[src/rtl/xor_swap_seq.sv]
// Sequential in-place XOR swap of two operands over three clock steps.
// A valid/ready handshake on each side; completed swaps are counted modulo 256.
module xor_swap_seq #(
  parameter int unsigned WIDTH = 4
) (
  input  logic             clk,
  input  logic             rst,
  input  logic             in_valid,
  output logic             in_ready,
  input  logic [WIDTH-1:0] a_in,
  input  logic [WIDTH-1:0] b_in,
  output logic             out_valid,
  input  logic             out_ready,
  output logic [WIDTH-1:0] a_out,
  output logic [WIDTH-1:0] b_out,
  output logic [7:0]       swap_count
);

  localparam int unsigned CNT_W = 8;

  typedef enum logic [2:0] {
    IDLE = 3'd0,
    S1   = 3'd1,
    S2   = 3'd2,
    S3   = 3'd3,
    DONE = 3'd4
  } state_t;

  state_t             state_q, state_d;
  logic [WIDTH-1:0]   ra_q, ra_d;
  logic [WIDTH-1:0]   rb_q, rb_d;
  logic [CNT_W-1:0]   cnt_q, cnt_d;
  logic               in_ready_q, in_ready_d;
  logic               out_valid_q, out_valid_d;

  // State, operand registers and handshake flags
  always_ff @(posedge clk) begin
    if (rst) begin
      state_q     <= IDLE;
      ra_q        <= '0;
      rb_q        <= '0;
      cnt_q       <= '0;
      in_ready_q  <= 1'b1;
      out_valid_q <= 1'b0;
    end else begin
      state_q     <= state_d;
      ra_q        <= ra_d;
      rb_q        <= rb_d;
      cnt_q       <= cnt_d;
      in_ready_q  <= in_ready_d;
      out_valid_q <= out_valid_d;
    end
  end

  // Next-state logic
  always_comb begin
    state_d = state_q;
    case (state_q)
      IDLE:    if (in_valid) state_d = S1;
      S1:      state_d = S2;
      S2:      state_d = S3;
      S3:      state_d = DONE;
      DONE:    if (out_ready) state_d = IDLE;
      default: state_d = IDLE;
    endcase
  end

  // Datapath updates; flags are decoded from the next state so they stay flops
  always_comb begin
    ra_d        = ra_q;
    rb_d        = rb_q;
    cnt_d       = cnt_q;
    in_ready_d  = (state_d == IDLE);
    out_valid_d = (state_d == DONE);
    case (state_q)
      IDLE: begin
        if (in_valid) begin
          ra_d = a_in;
          rb_d = b_in;
        end
      end
      S1:      ra_d = ra_q ^ rb_q;
      S2:      rb_d = ra_q ^ rb_q;
      S3:      ra_d = ra_q ^ rb_q;
      DONE:    if (out_ready) cnt_d = cnt_q + CNT_W'(1);
      default: ;
    endcase
  end

  assign in_ready   = in_ready_q;
  assign out_valid  = out_valid_q;
  assign a_out      = ra_q;
  assign b_out      = rb_q;
  assign swap_count = cnt_q;

endmodule

[config.mk]
export PLATFORM = sky130hd
export DESIGN_NAME = xor_swap_seq
export DESIGN_NICKNAME = d
export VERILOG_FILES = /design/src/rtl/xor_swap_seq.sv
export SDC_FILE = /design/constraint.sdc
export NUM_CORES = 1
export LEC_CHECK = 0
export CAP_MARGIN = 20
export CORE_MARGIN = 4
export CORE_UTILIZATION = 49
export DETAILED_ROUTE_END_ITERATION = 8
export PLACE_DENSITY = 0.9
export SETUP_SLACK_MARGIN = 0.1
export SLEW_MARGIN = 10
export SYNTH_ARGS = -nofsm -noshare
export SYNTH_HDL_FRONTEND = slang
export SYNTH_SLANG_ARGS = --single-unit
[constraint.sdc]
create_clock -name clk -period 4.5 [get_ports clk]
set_clock_uncertainty 0.2 [all_clocks]
set_input_delay 0.9 -clock clk [delete_from_list [all_inputs] [get_ports clk]]
set_output_delay 0.9 -clock clk [all_outputs]
set_load 0.03 [all_outputs]
# Word-level counts from Yosys, hierarchy flattened

Index checks and enable logic that the tools add are counted.

Output and inout bits: 18
Input port bits: 12
Logic and storage cells: 29
Flip-flop bits (word level): 21

Muxes and demuxes: 7
Equality and inequality tests: 6
$add $sub $neg: 1
Reductions and logical operators: 8
Bitwise gates (word level): 1

Operators by type and width:

| kind                                           | number |
|---|---|
| one-hot mux 4 bit (2 select lines)             | 2 |
| one-hot mux 3 bit (5 select lines)             | 1 |
| adder 8 x 1 -> 8 bit (second input constant)   | 1 |
| two-way mux 4 bit                              | 2 |
| == test 3 x 2 -> 1 bit (second input constant) | 2 |
| == test 3 bit (second input constant)          | 2 |
| zero test 3 bit                                | 2 |
| two-way mux 3 bit                              | 2 |
| AND reduction 2 bit                            | 3 |
| nonzero test 2 bit                             | 2 |
| XOR 4 bit                                      | 1 |
| == test 3 x 1 -> 1 bit (second input constant) | 1 |
| inequality test 2 bit (second input constant)  | 1 |
| OR reduction 2 bit                             | 1 |

# Longest topological paths before layout

Gate-level depths: netlist (run 1).

Depth in word-level cells: 4
Gate-level depth with buffers: 5
Depth with buffers taken out: 4

# Worst setup path before layout (run 1)

Ideal clock, no wire load.

Kind: input to register
Start: input port in_valid
End: register ra_q[0] (netlist: a_out[0])
Required time: 4.181 ns
Cell stages on the path: 3
Buffers on the path: 1
Arrival: 1.691 ns
Slack: 2.490 ns
Cell sequence: or4b_1 buf_2 o221a_1

Word-level cells in the longest chain between the ends: 2

Ends and longest elaborated chain:

| element                         | line | text |
|---|---|---|
| start: declaration              | 8    | `input logic in_valid,` |
| inequality test 2 bit (no line) | n/a  |  |
| AND reduction 2 bit (no line)   | n/a  |  |
| end signal: assignment          | 47   | `ra_q <= ra_d;` |
| end: declaration                | 30   | `logic [WIDTH-1:0] ra_q, ra_d;` |

Every way passes these cells.
A chain may end at the register's enable or synchronous reset.

# Worst setup path in the final report (run 1)

Start: register cnt_q[2] (netlist: swap_count[2])
End: output port swap_count[2]

RTL lines:

| element                  | line | text |
|---|---|---|
| start: declaration       | 32   | `logic [CNT_W-1:0] cnt_q, cnt_d;` |
| start signal: assignment | 49   | `cnt_q <= cnt_d;` |
| end: declaration         | 16   | `output logic [7:0] swap_count` |

No word-level cell between the ends.

==> results of run 1 <==
==> cells in the final DEF, fill, tap and decap left out, types with 4 or more instances in the layout <==
cell type | netlist | final
clkdlybuf4s50_1 | 0 | 29
dfxtp_1 | 21 | 21
a21oi_1 | 10 | 10
nand3_1 | 8 | 8
mux2_1 | 5 | 5
nor2_1 | 4 | 4
a31oi_1 | 4 | 4
o221a_1 | 4 | 4
nand4bb_1 | 4 | 4
a2bb2oi_1 | 4 | 4
==> per-stage QoR <==
stage,instances,utilization (%)
CTS,154,67.3
global placement,150,65.9
floorplan,101,-
global route,154,67.3
detailed placement,150,65.9
finish,154,67.3
==> path summary, 6_finish.rpt <==
check                           slack (ns)                          to  depth (start not counted)                  startpoint
worst max register to register        2.48  swap_count[5]$_SDFFE_PP0P_                          3       state_q[2]$_SDFF_PP0_
worst max-delay path                  1.96               swap_count[2]                          1  swap_count[2]$_SDFFE_PP0P_
worst min-delay path                  0.31  swap_count[6]$_SDFFE_PP0P_                          2  swap_count[6]$_SDFFE_PP0P_
worst min register to register        0.31  swap_count[6]$_SDFFE_PP0P_                          2  swap_count[6]$_SDFFE_PP0P_
==> cell type report <==
cell class	instances	area, um2	area share [%]
Clock buffer	3	22.5	1.71
Sequential cell	21	420	31.8
Timing Repair Buffer	29	290	22.0
Clock inverter	1	5.00	0.379
Multi-Input combinational cell	71	541	40.9
Tap cell	27	33.8	2.56
Inverter	2	7.51	0.569
==> power by group through the flow <==
stage,combinational (uW),clock [uW],sequential (uW)
2_1_floorplan,46.1,0,234
3_3_place_gp,93.4,0,220
3_5_place_dp,95.2,0,221
4_1_cts,95.5,91.5,217
5_1_grt,102,99.3,220
6_report,94.7,89.2,217
==> worst min-delay path, delay by kind of cell, from the launching register on <==
| kind | cells | cell delay (ns) |
|---|---|---|
| AO/OA/AOI/OAI | 2 | 0.12 |
| flip-flops | 1 | 0.36 |
==> metal layers <==
metal / global-route usage, % / routed length, um / vias to the layer above / share of wire, %
li1: - / - / 443 / -
met1: 22.1 / 1030 / 419 / 46
met2: 29.6 / 1090 / 27 / 48
met3: 3.38 / 116 / 2 / 5.2
met4: 5.96 / 10 / 0 / 0.45
met5: 0 / 0 / - / 0
==> synthesized netlist by cell type (3+ instances only) <==
master / count
a21oi_1: 10
a2bb2oi_1: 4
a31oi_1: 4
buf_2: 3
dfxtp_1: 21
mux2_1: 5
nand3_1: 8
nand4bb_1: 4
nor2_1: 4
o21ai_1: 3
o221a_1: 4
or3_1: 3
==> flip-flops by register name, summed over array words and instances, names as in the netlist <==
name        cells
a_out           4
state_q         3
out_valid       1
swap_count      8
in_ready        1
b_out           4
==> logic make-up after synthesis <==
family,count (synthesis),synth area share [%]
DFF,21,41.6
and+or+nand+nor,34,24.8
AOI/OAI and AO/OA,28,19.2
muxes,6,6.57
buffers and inverters,9,4.83
adders and majority gates,1,1.24
xor gates and xnor gates,2,1.74
==> impl_metrics.env, run 1 <==
export IMPL_finalCriticalPeriod_ns=2.54
export IMPL_grt_ovfl_total=0
export IMPL_p_leak_uw=0.000452
export IMPL_final_nets=141
export IMPL_slew_headroom_pct=48.2
export IMPL_synth_cells=101
export IMPL_syn_num_nets=114
export IMPL_fp_dieH_um=53.4
export IMPL_numCtsBuffers=3
export IMPL_rows=16
export IMPL_cp_data_required_time_ns=3.40
export IMPL_finalHoldWorstSlack_ns=0.313
export IMPL_clockBufferDepth=2
export IMPL_synth_top_area_share_pct=41.6
export IMPL_peakVddDrop_uv=192
export IMPL_grt_pass1_vias=872
export IMPL_cts_root_buf="clkbuf_4"
export IMPL_synthArstFlopShare_pct=0
export IMPL_post_cts_buffers=0
export IMPL_grt_use_total_pct=17.6
export IMPL_clkLatencyLatePin_ns=0.29
export IMPL_cts_tree="built"
export IMPL_p_seq_share_pct=54.1
export IMPL_core_mm2=0.00196
export IMPL_netlist_area_mm2=0.00101
export IMPL_yosysTopAreaCell="dfxtp_1"
export IMPL_wl_um=2240
export IMPL_p_per_area_mw_per_mm2=304
export IMPL_tightest_slew_ns=0.775
export IMPL_p_sw_uw=121
export IMPL_wire_per_inst_um=14.6
export IMPL_crit_buf_inv=1
export IMPL_port_buffers=29
export IMPL_drtPass1Iterations=5
export IMPL_finalSetupViolations=0
export IMPL_clockPowerShare_pct=22.2
export IMPL_crit_path_start_kind="register"
export IMPL_antenna_found_initial=0
export IMPL_drt_iter0_drc=9
export IMPL_ys_flop_type="dfxtp_1"
export IMPL_hp_class="register to register"
export IMPL_hpwl_um=1640
export IMPL_synthTopCellsByArea="dfxtp_1, mux2_1, a21oi_1"
export IMPL_cts_resized=0
export IMPL_die_area_mm2=0.00285
export IMPL_ys_warn_count=0
export IMPL_setup_ws_ns=1.96
export IMPL_fin_area_mm2=0.00132
export IMPL_cp_arrival_ns=1.44
export IMPL_ios=30
export IMPL_cap_violations=0
export IMPL_rsz0062_at_grt="false"
export IMPL_cpPeakStageDelay_ns=0.71
export IMPL_total_power_uw=401
export IMPL_clkSinkCount=21
export IMPL_grt_max_degree=22
export IMPL_htreeDepth=1
export IMPL_dpl_worst_slack_ns=1.72
export IMPL_yosysSeqAreaShare_pct=41.6
export IMPL_area_growth_pct=30.7
export IMPL_die_w_um=53.4
export IMPL_vias_per_cell=5.79
export IMPL_hold_viol_final=0
export IMPL_place_congestion=0.773
export IMPL_critical_path_class="register to output port"
export IMPL_maxSlewViolCount=0
export IMPL_fillers=174
export IMPL_drc=0
export IMPL_critical_path_top_delay_family="buffers and inverters"
export IMPL_avgSynthCellArea_um2=10.0
export IMPL_crit_slowest_cell="clkdlybuf4s50_1"
export IMPL_grt_pass1_wl_um=3710
export IMPL_drive_gt1_share_pct=6.30
export IMPL_place_area_mm2=0.00129
export IMPL_switching_share_pct=30.1
export IMPL_path_max_fanout=6
export IMPL_comb_power_share_pct=23.6
export IMPL_vias=891
export IMPL_fin_crit_sh_pct=56.5
export IMPL_internal_power_uw=280
export IMPL_outcome="finished clean"
export IMPL_clk_pin_slew_worst_paths_ns=0.12
export IMPL_worstPathCellList="clkdlybuf4s50_1"
export IMPL_synth_cell_types=33
export IMPL_start_util_pct=51.5
export IMPL_clock_fmax_ghz=0.393
export IMPL_drtAntennaViolNets=0
export IMPL_synth_edf_count=0
export IMPL_finalSetupTns_ns=0
export IMPL_crit_path_end_kind="output port"
export IMPL_ctsHoldBuffers=0
export IMPL_ys_ff_latch=21
export IMPL_diodes=0
(Power assumes the default switching activity.)
==> run 2, diff against run 1 <==
--- a/config.mk
+++ b/config.mk
@@ -7,9 +7,9 @@
 export LEC_CHECK = 0
 export CAP_MARGIN = 20
 export CORE_MARGIN = 4
-export CORE_UTILIZATION = 49
+export CORE_UTILIZATION = 45
 export DETAILED_ROUTE_END_ITERATION = 8
-export PLACE_DENSITY = 0.9
+export PLACE_DENSITY = 0.84
 export SETUP_SLACK_MARGIN = 0.1
 export SLEW_MARGIN = 10
 export SYNTH_ARGS = -nofsm -noshare
==> constraint.sdc (replaced) <==
create_clock -name clk -period 2.6 [get_ports clk]
set_clock_uncertainty 0.2 [all_clocks]
set_input_delay 0.52 -clock clk [delete_from_list [all_inputs] [get_ports clk]]
set_output_delay 0.52 -clock clk [all_outputs]
set_load 0.03 [all_outputs]
==> run 2 against run 1 <==
  * Die area up 7.5%
  * Global-route usage down 2.2 points
  * Largest power group unchanged
  * Via count up 0.56%
  * Hold slack worse by 0.013 ns
  * Clock power up 75%
  * Sequential share of layout area down 0.33 points
  * Largest cell class unchanged
  * Total power up 74%
  * First-iteration DRC count down 22%
  * Critical path depth unchanged
  * Utilization down 2.0 points
==> impl_metrics.env, run 2 (synthesized netlist as in run 1, its figures left out) <==
export IMPL_path_max_fanout=6
export IMPL_slew_headroom_pct=69.7
export IMPL_dpl_cell_count=152
export IMPL_clkSinkCount=21
export IMPL_hp_class="register to register"
export IMPL_grt_pass1_vias=854
export IMPL_htreeDepth=1
export IMPL_crit_path_end_kind="output port"
export IMPL_fp_dieH_um=55.4
export IMPL_wl_um=2250
export IMPL_startpoint="swap_count[3]$_SDFFE_PP0P_"
export IMPL_layout_common_cells="clkdlybuf4s50_1, dfxtp_1, a21oi_1, nand3_1, mux2_1"
export IMPL_start_util_pct=49.4
export IMPL_largest_reg_flops=8
export IMPL_drtPass1Iterations=4
export IMPL_fillers=185
export IMPL_rsz0062_at_grt="false"
export IMPL_finalSetupTns_ns=0
export IMPL_port_buffers=29
export IMPL_cpPeakStageDelay_ns=0.71
export IMPL_p_leak_uw=0.000458
export IMPL_worstPathCellList="clkdlybuf4s50_1"
export IMPL_numCtsBuffers=3
export IMPL_crit_slowest_cell="clkdlybuf4s50_1"
export IMPL_post_cts_buffers=0
export IMPL_r2r_setup_slack_ns=0.72
export IMPL_timing_rr_start="state_q[0]$_SDFF_PP0_"
export IMPL_crit_path_start_kind="register"
export IMPL_cap_violations=0
export IMPL_wire_per_inst_um=14.4
export IMPL_die_w_um=55.4
export IMPL_ctsHoldBuffers=0
export IMPL_instances_no_fill=156
export IMPL_area_growth_pct=32.1
export IMPL_clkLatencyLatePin_ns=0.31
export IMPL_outcome="finished clean"
export IMPL_finalCriticalPeriod_ns=2.16
export IMPL_clk_pin_slew_worst_paths_ns=0.11
export IMPL_fin_crit_sh_pct=82.9
export IMPL_grt_ovfl_total=0
export IMPL_drive_gt1_share_pct=6.98
export IMPL_die_area_mm2=0.00307
export IMPL_cp_arrival_ns=1.44
export IMPL_clockBufferDepth=2
export IMPL_tightest_slew_ns=0.453
export IMPL_ios=30
export IMPL_hpwl_um=1610
export IMPL_cts_root_buf="clkbuf_4"
export IMPL_cts_tree="built"
export IMPL_grt_pass1_wl_um=3910
export IMPL_drt_iter0_drc=7
export IMPL_r2r_end="swap_count[7]$_SDFFE_PP0P_"
export IMPL_rows=16
export IMPL_grt_use_total_pct=15.4
export IMPL_cts_resized=0
export IMPL_final_common_cell="clkdlybuf4s50_1"
export IMPL_place_congestion=0.723
export IMPL_maxSlewViolCount=0
export IMPL_clock_fmax_ghz=0.464
export IMPL_p_per_area_mw_per_mm2=523
export IMPL_drtAntennaViolNets=0
export IMPL_vias=896
export IMPL_drc=0
export IMPL_crit_buf_inv=1
export IMPL_diodes=0
export IMPL_reg2reg_depth=3
export IMPL_vias_per_cell=5.74
export IMPL_hold_viol_final=0
export IMPL_peakVddDrop_uv=278
export IMPL_cp_data_required_time_ns=1.88
export IMPL_antenna_found_initial=0
export IMPL_crit_path_end="swap_count[3]"
export IMPL_core_mm2=0.00204
export IMPL_critical_path_top_delay_family="buffers and inverters"
export IMPL_worstSetupPathDepth=1
export IMPL_grt_max_degree=14
export IMPL_critical_path_class="register to output port"
export IMPL_final_nets=143
export IMPL_finalSetupViolations=0
run 2: cell count changes in the layout (fill, tap and decap cells not counted), sizes merged:
cell,delta
buf,+2
clkbuf,+1
clkinv,-1
run 2: layer usage:
layer	global-route usage, %	wire length, um	up-vias
met3	6.53	135	5
met1	20.1	1080	424
met5	0	0	-
met4	5.21	27	0
li1	-	-	444
met2	22.8	1010	23
run 2: layout make-up:
type | count | area (um2) | area share [%]
Multi-Input combinational cell | 71 | 541 | 40.5
Sequential cell | 21 | 420 | 31.5
Timing Repair Buffer | 31 | 305 | 22.9
Tap cell | 27 | 33.8 | 2.53
Clock buffer | 4 | 26.3 | 1.97
Inverter | 2 | 7.51 | 0.563
run 2: per-stage QoR:
stage / cell area, um2 / util, % / worst slack [ns] / power, uW / hold slack [ns]
after floorplan: 1010 / - / 0.937 / 485 / 0.408
after global placement: 1310 / 64.0 / 0.368 / 545 / 0.290
after detailed placement: 1310 / 64.0 / 0.315 / 549 / 0.294
after CTS: 1330 / 65.3 / 0.432 / 706 / 0.311
after global routing: 1330 / 65.3 / 0.365 / 734 / 0.342
final: 1330 / 65.3 / 0.444 / 698 / 0.301
run 2: worst min path at each step:
stage	startpoint	end	slack, ns	cells past startpoint
after global routing	swap_count[6]$_SDFFE_PP0P_	swap_count[6]$_SDFFE_PP0P_	0.34	2
after global placement	swap_count[6]$_SDFFE_PP0P_	swap_count[6]$_SDFFE_PP0P_	0.29	2
final	swap_count[6]$_SDFFE_PP0P_	swap_count[6]$_SDFFE_PP0P_	0.30	2
after floorplan	rst	state_q[0]$_SDFF_PP0_	0.41	1
after detailed placement	swap_count[6]$_SDFFE_PP0P_	swap_count[6]$_SDFFE_PP0P_	0.29	2
after CTS	swap_count[6]$_SDFFE_PP0P_	swap_count[6]$_SDFFE_PP0P_	0.31	2
run 2: power breakdown:
part / internal, uW / switching [uW]
combinational: 84.4 / 81.1
sequential: 344 / 32.0
clock: 59.9 / 96.6
==> run 3, diff against run 2 <==
==> constraint.sdc (replaced) <==
create_clock -name clk -period 2.2 [get_ports clk]
set_clock_uncertainty 0.2 [all_clocks]
set_input_delay 0.44 -clock clk [delete_from_list [all_inputs] [get_ports clk]]
set_output_delay 0.44 -clock clk [all_outputs]
set_load 0.03 [all_outputs]
==> run 3 against run 2 <==
  * First-iteration DRC count increased by 140%
  * Wire length is 0.98% higher
  * Highest routed layer unchanged
  * Critical path type unchanged
  * Sequential cell count is the same
  * Global-route usage is 0.097 points higher
  * Critical path depth stayed put
  * Total power grew 18%
  * Cell count is 0.64% higher
  * Register-to-register slack got worse by 0.35 ns
  * Hold slack better by 0.030 ns
  * Critical endpoint is now b_out[3]
  * Combinational power grew 19%
  * Non-clock buffer count up 1
  * Sequential share of layout area is 0.49 points lower
==> impl_metrics.env, run 3 (synthesized netlist as in run 1, its figures left out) <==
export IMPL_switching_share_pct=30.0
export IMPL_finalSetupTns_ns=0
export IMPL_crit_slowest_cell="clkdlybuf4s50_1"
export IMPL_finalCriticalPeriod_ns=2.05
export IMPL_outcome="finished clean"
export IMPL_cts_resized=0
export IMPL_grt_use_total_pct=15.5
export IMPL_total_power_uw=821
export IMPL_tightest_slew_ns=0.462
export IMPL_cp_data_required_time_ns=1.56
export IMPL_clockBufferDepth=2
export IMPL_slew_headroom_pct=69.0
export IMPL_worstPathCellList="clkdlybuf4s50_1"
export IMPL_htreeDepth=1
export IMPL_crit_buf_inv=1
export IMPL_rows=16
export IMPL_cts_tree="built"
export IMPL_grt_max_degree=14
export IMPL_maxSlewViolCount=0
export IMPL_hold_viol_final=0
export IMPL_final_common_cell="clkdlybuf4s50_1"
export IMPL_p_sw_uw=246
export IMPL_largest_reg_flops=8
export IMPL_grt_pass1_vias=869
export IMPL_drt_iter0_drc=17
export IMPL_die_w_um=55.4
export IMPL_crit_path_start_kind="register"
export IMPL_grt_ovfl_total=0
export IMPL_wire_per_inst_um=14.5
export IMPL_rsz0062_at_grt="false"
export IMPL_fin_crit_sh_pct=93.2
export IMPL_vias=888
export IMPL_timing_rr_start="state_q[2]$_SDFF_PP0_"
export IMPL_clockPowerShare_pct=22.1
export IMPL_place_area_mm2=0.00132
export IMPL_numCtsBuffers=3
export IMPL_die_area_mm2=0.00307
export IMPL_drtPass1Iterations=4
export IMPL_dpl_cell_count=153
export IMPL_hpwl_um=1700
export IMPL_fin_util_pct=66.4
export IMPL_ios=30
export IMPL_wl_um=2270
export IMPL_critical_path_class="register to output port"
export IMPL_area_growth_pct=34.2
export IMPL_cts_root_buf="clkbuf_4"
export IMPL_clkLatencyLatePin_ns=0.29
export IMPL_p_per_area_mw_per_mm2=606
export IMPL_core_mm2=0.00204
export IMPL_fp_dieH_um=55.4
export IMPL_hp_start="swap_count[6]$_SDFFE_PP0P_"
export IMPL_startpoint="b_out[3]$_SDFFE_PP0P_"
export IMPL_clk_pin_slew_worst_paths_ns=0.12
export IMPL_cp_arrival_ns=1.41
export IMPL_critical_path_top_delay_family="buffers and inverters"
export IMPL_comb_power_share_pct=23.9
export IMPL_port_buffers=29
export IMPL_vias_per_cell=5.66
export IMPL_grt_pass1_wl_um=3970
export IMPL_diodes=0
export IMPL_path_max_fanout=5
export IMPL_instances_no_fill=157
export IMPL_p_leak_uw=0.000557
export IMPL_p_seq_share_pct=54.0
export IMPL_finalSetupViolations=0
export IMPL_fin_area_mm2=0.00136
export IMPL_drive_gt1_share_pct=8.46
export IMPL_start_util_pct=49.4
export IMPL_post_cts_buffers=0
export IMPL_cap_violations=0
export IMPL_clkSinkCount=21
export IMPL_layout_common_cells="clkdlybuf4s50_1, dfxtp_1, a21oi_1, nand3_1"
export IMPL_final_nets=144
export IMPL_hp_class="register to register"
export IMPL_place_congestion=0.750
export IMPL_ctsHoldBuffers=0
export IMPL_antenna_found_initial=0
export IMPL_clock_fmax_ghz=0.488
export IMPL_fillers=189
export IMPL_internal_power_uw=575
export IMPL_cpPeakStageDelay_ns=0.70
export IMPL_drtAntennaViolNets=0
export IMPL_peakVddDrop_uv=391
export IMPL_crit_path_end_kind="output port"
export IMPL_drc=0
-- run 3: changes by cell type in the layout (fill, tap and decap cells not counted), sizes merged --
cell           before  now
clkdlybuf4s50      29   24
buf                 2    3
clkbuf              4    3
dlymetal6s2s        0    5
clkinv              0    1
-- run 3: power groups by stage --
stage | logic, uW | registers (uW) | clock network (uW)
6_report | 196 | 443 | 181
5_1_grt | 210 | 448 | 199
4_1_cts | 198 | 443 | 185
3_5_place_dp | 198 | 452 | 0
3_3_place_gp | 195 | 452 | 0
2_1_floorplan | 94.4 | 479 | 0
-- run 3: final cells by class --
type                            count  area [um2]  share of cell area (%)
Timing Repair Buffer               32         325                    24.0
Clock buffer                        3        22.5                    1.66
Sequential cell                    21         420                    31.0
Inverter                            2        7.51                   0.554
Multi-Input combinational cell     71         541                    39.9
Clock inverter                      1        5.00                   0.369
Tap cell                           27        33.8                    2.49
-- run 3: tightest hold or removal path, stage by stage, from the launching register on --
cell	delay, ns
dfxtp_1	0.36
o31ai_1	0.08
a21oi_1	0.06
-- run 3: worst paths after layout --
kind	to	slack, ns	cells after the start
hold reg to reg	swap_count[6]$_SDFFE_PP0P_	0.33	2
setup reg to reg	swap_count[7]$_SDFFE_PP0P_	0.37	3
setup / recovery	b_out[3]	0.15	1
hold / removal	swap_count[6]$_SDFFE_PP0P_	0.33	2
-- run 3: through the flow --
| step | setup WS (ns) | hold slack, ns |
|---|---|---|
| after floorplan | 0.537 | 0.328 |
| after global placement | 0.0727 | 0.286 |
| after detailed placement | 0.0372 | 0.314 |
| after CTS | 0.114 | 0.332 |
| after global routing | 0.101 | 0.360 |
| final | 0.149 | 0.331 |
-- run 3: metal layers --
metal  up-vias  part of all wire (%)  global-route usage [%]
met2        20                    49                    26.9
li1        447                     -                       -
met3         2                   5.9                    3.73
met5         -                     0                       0
met4         0                   1.0                    5.21
met1       419                    44                    18.7
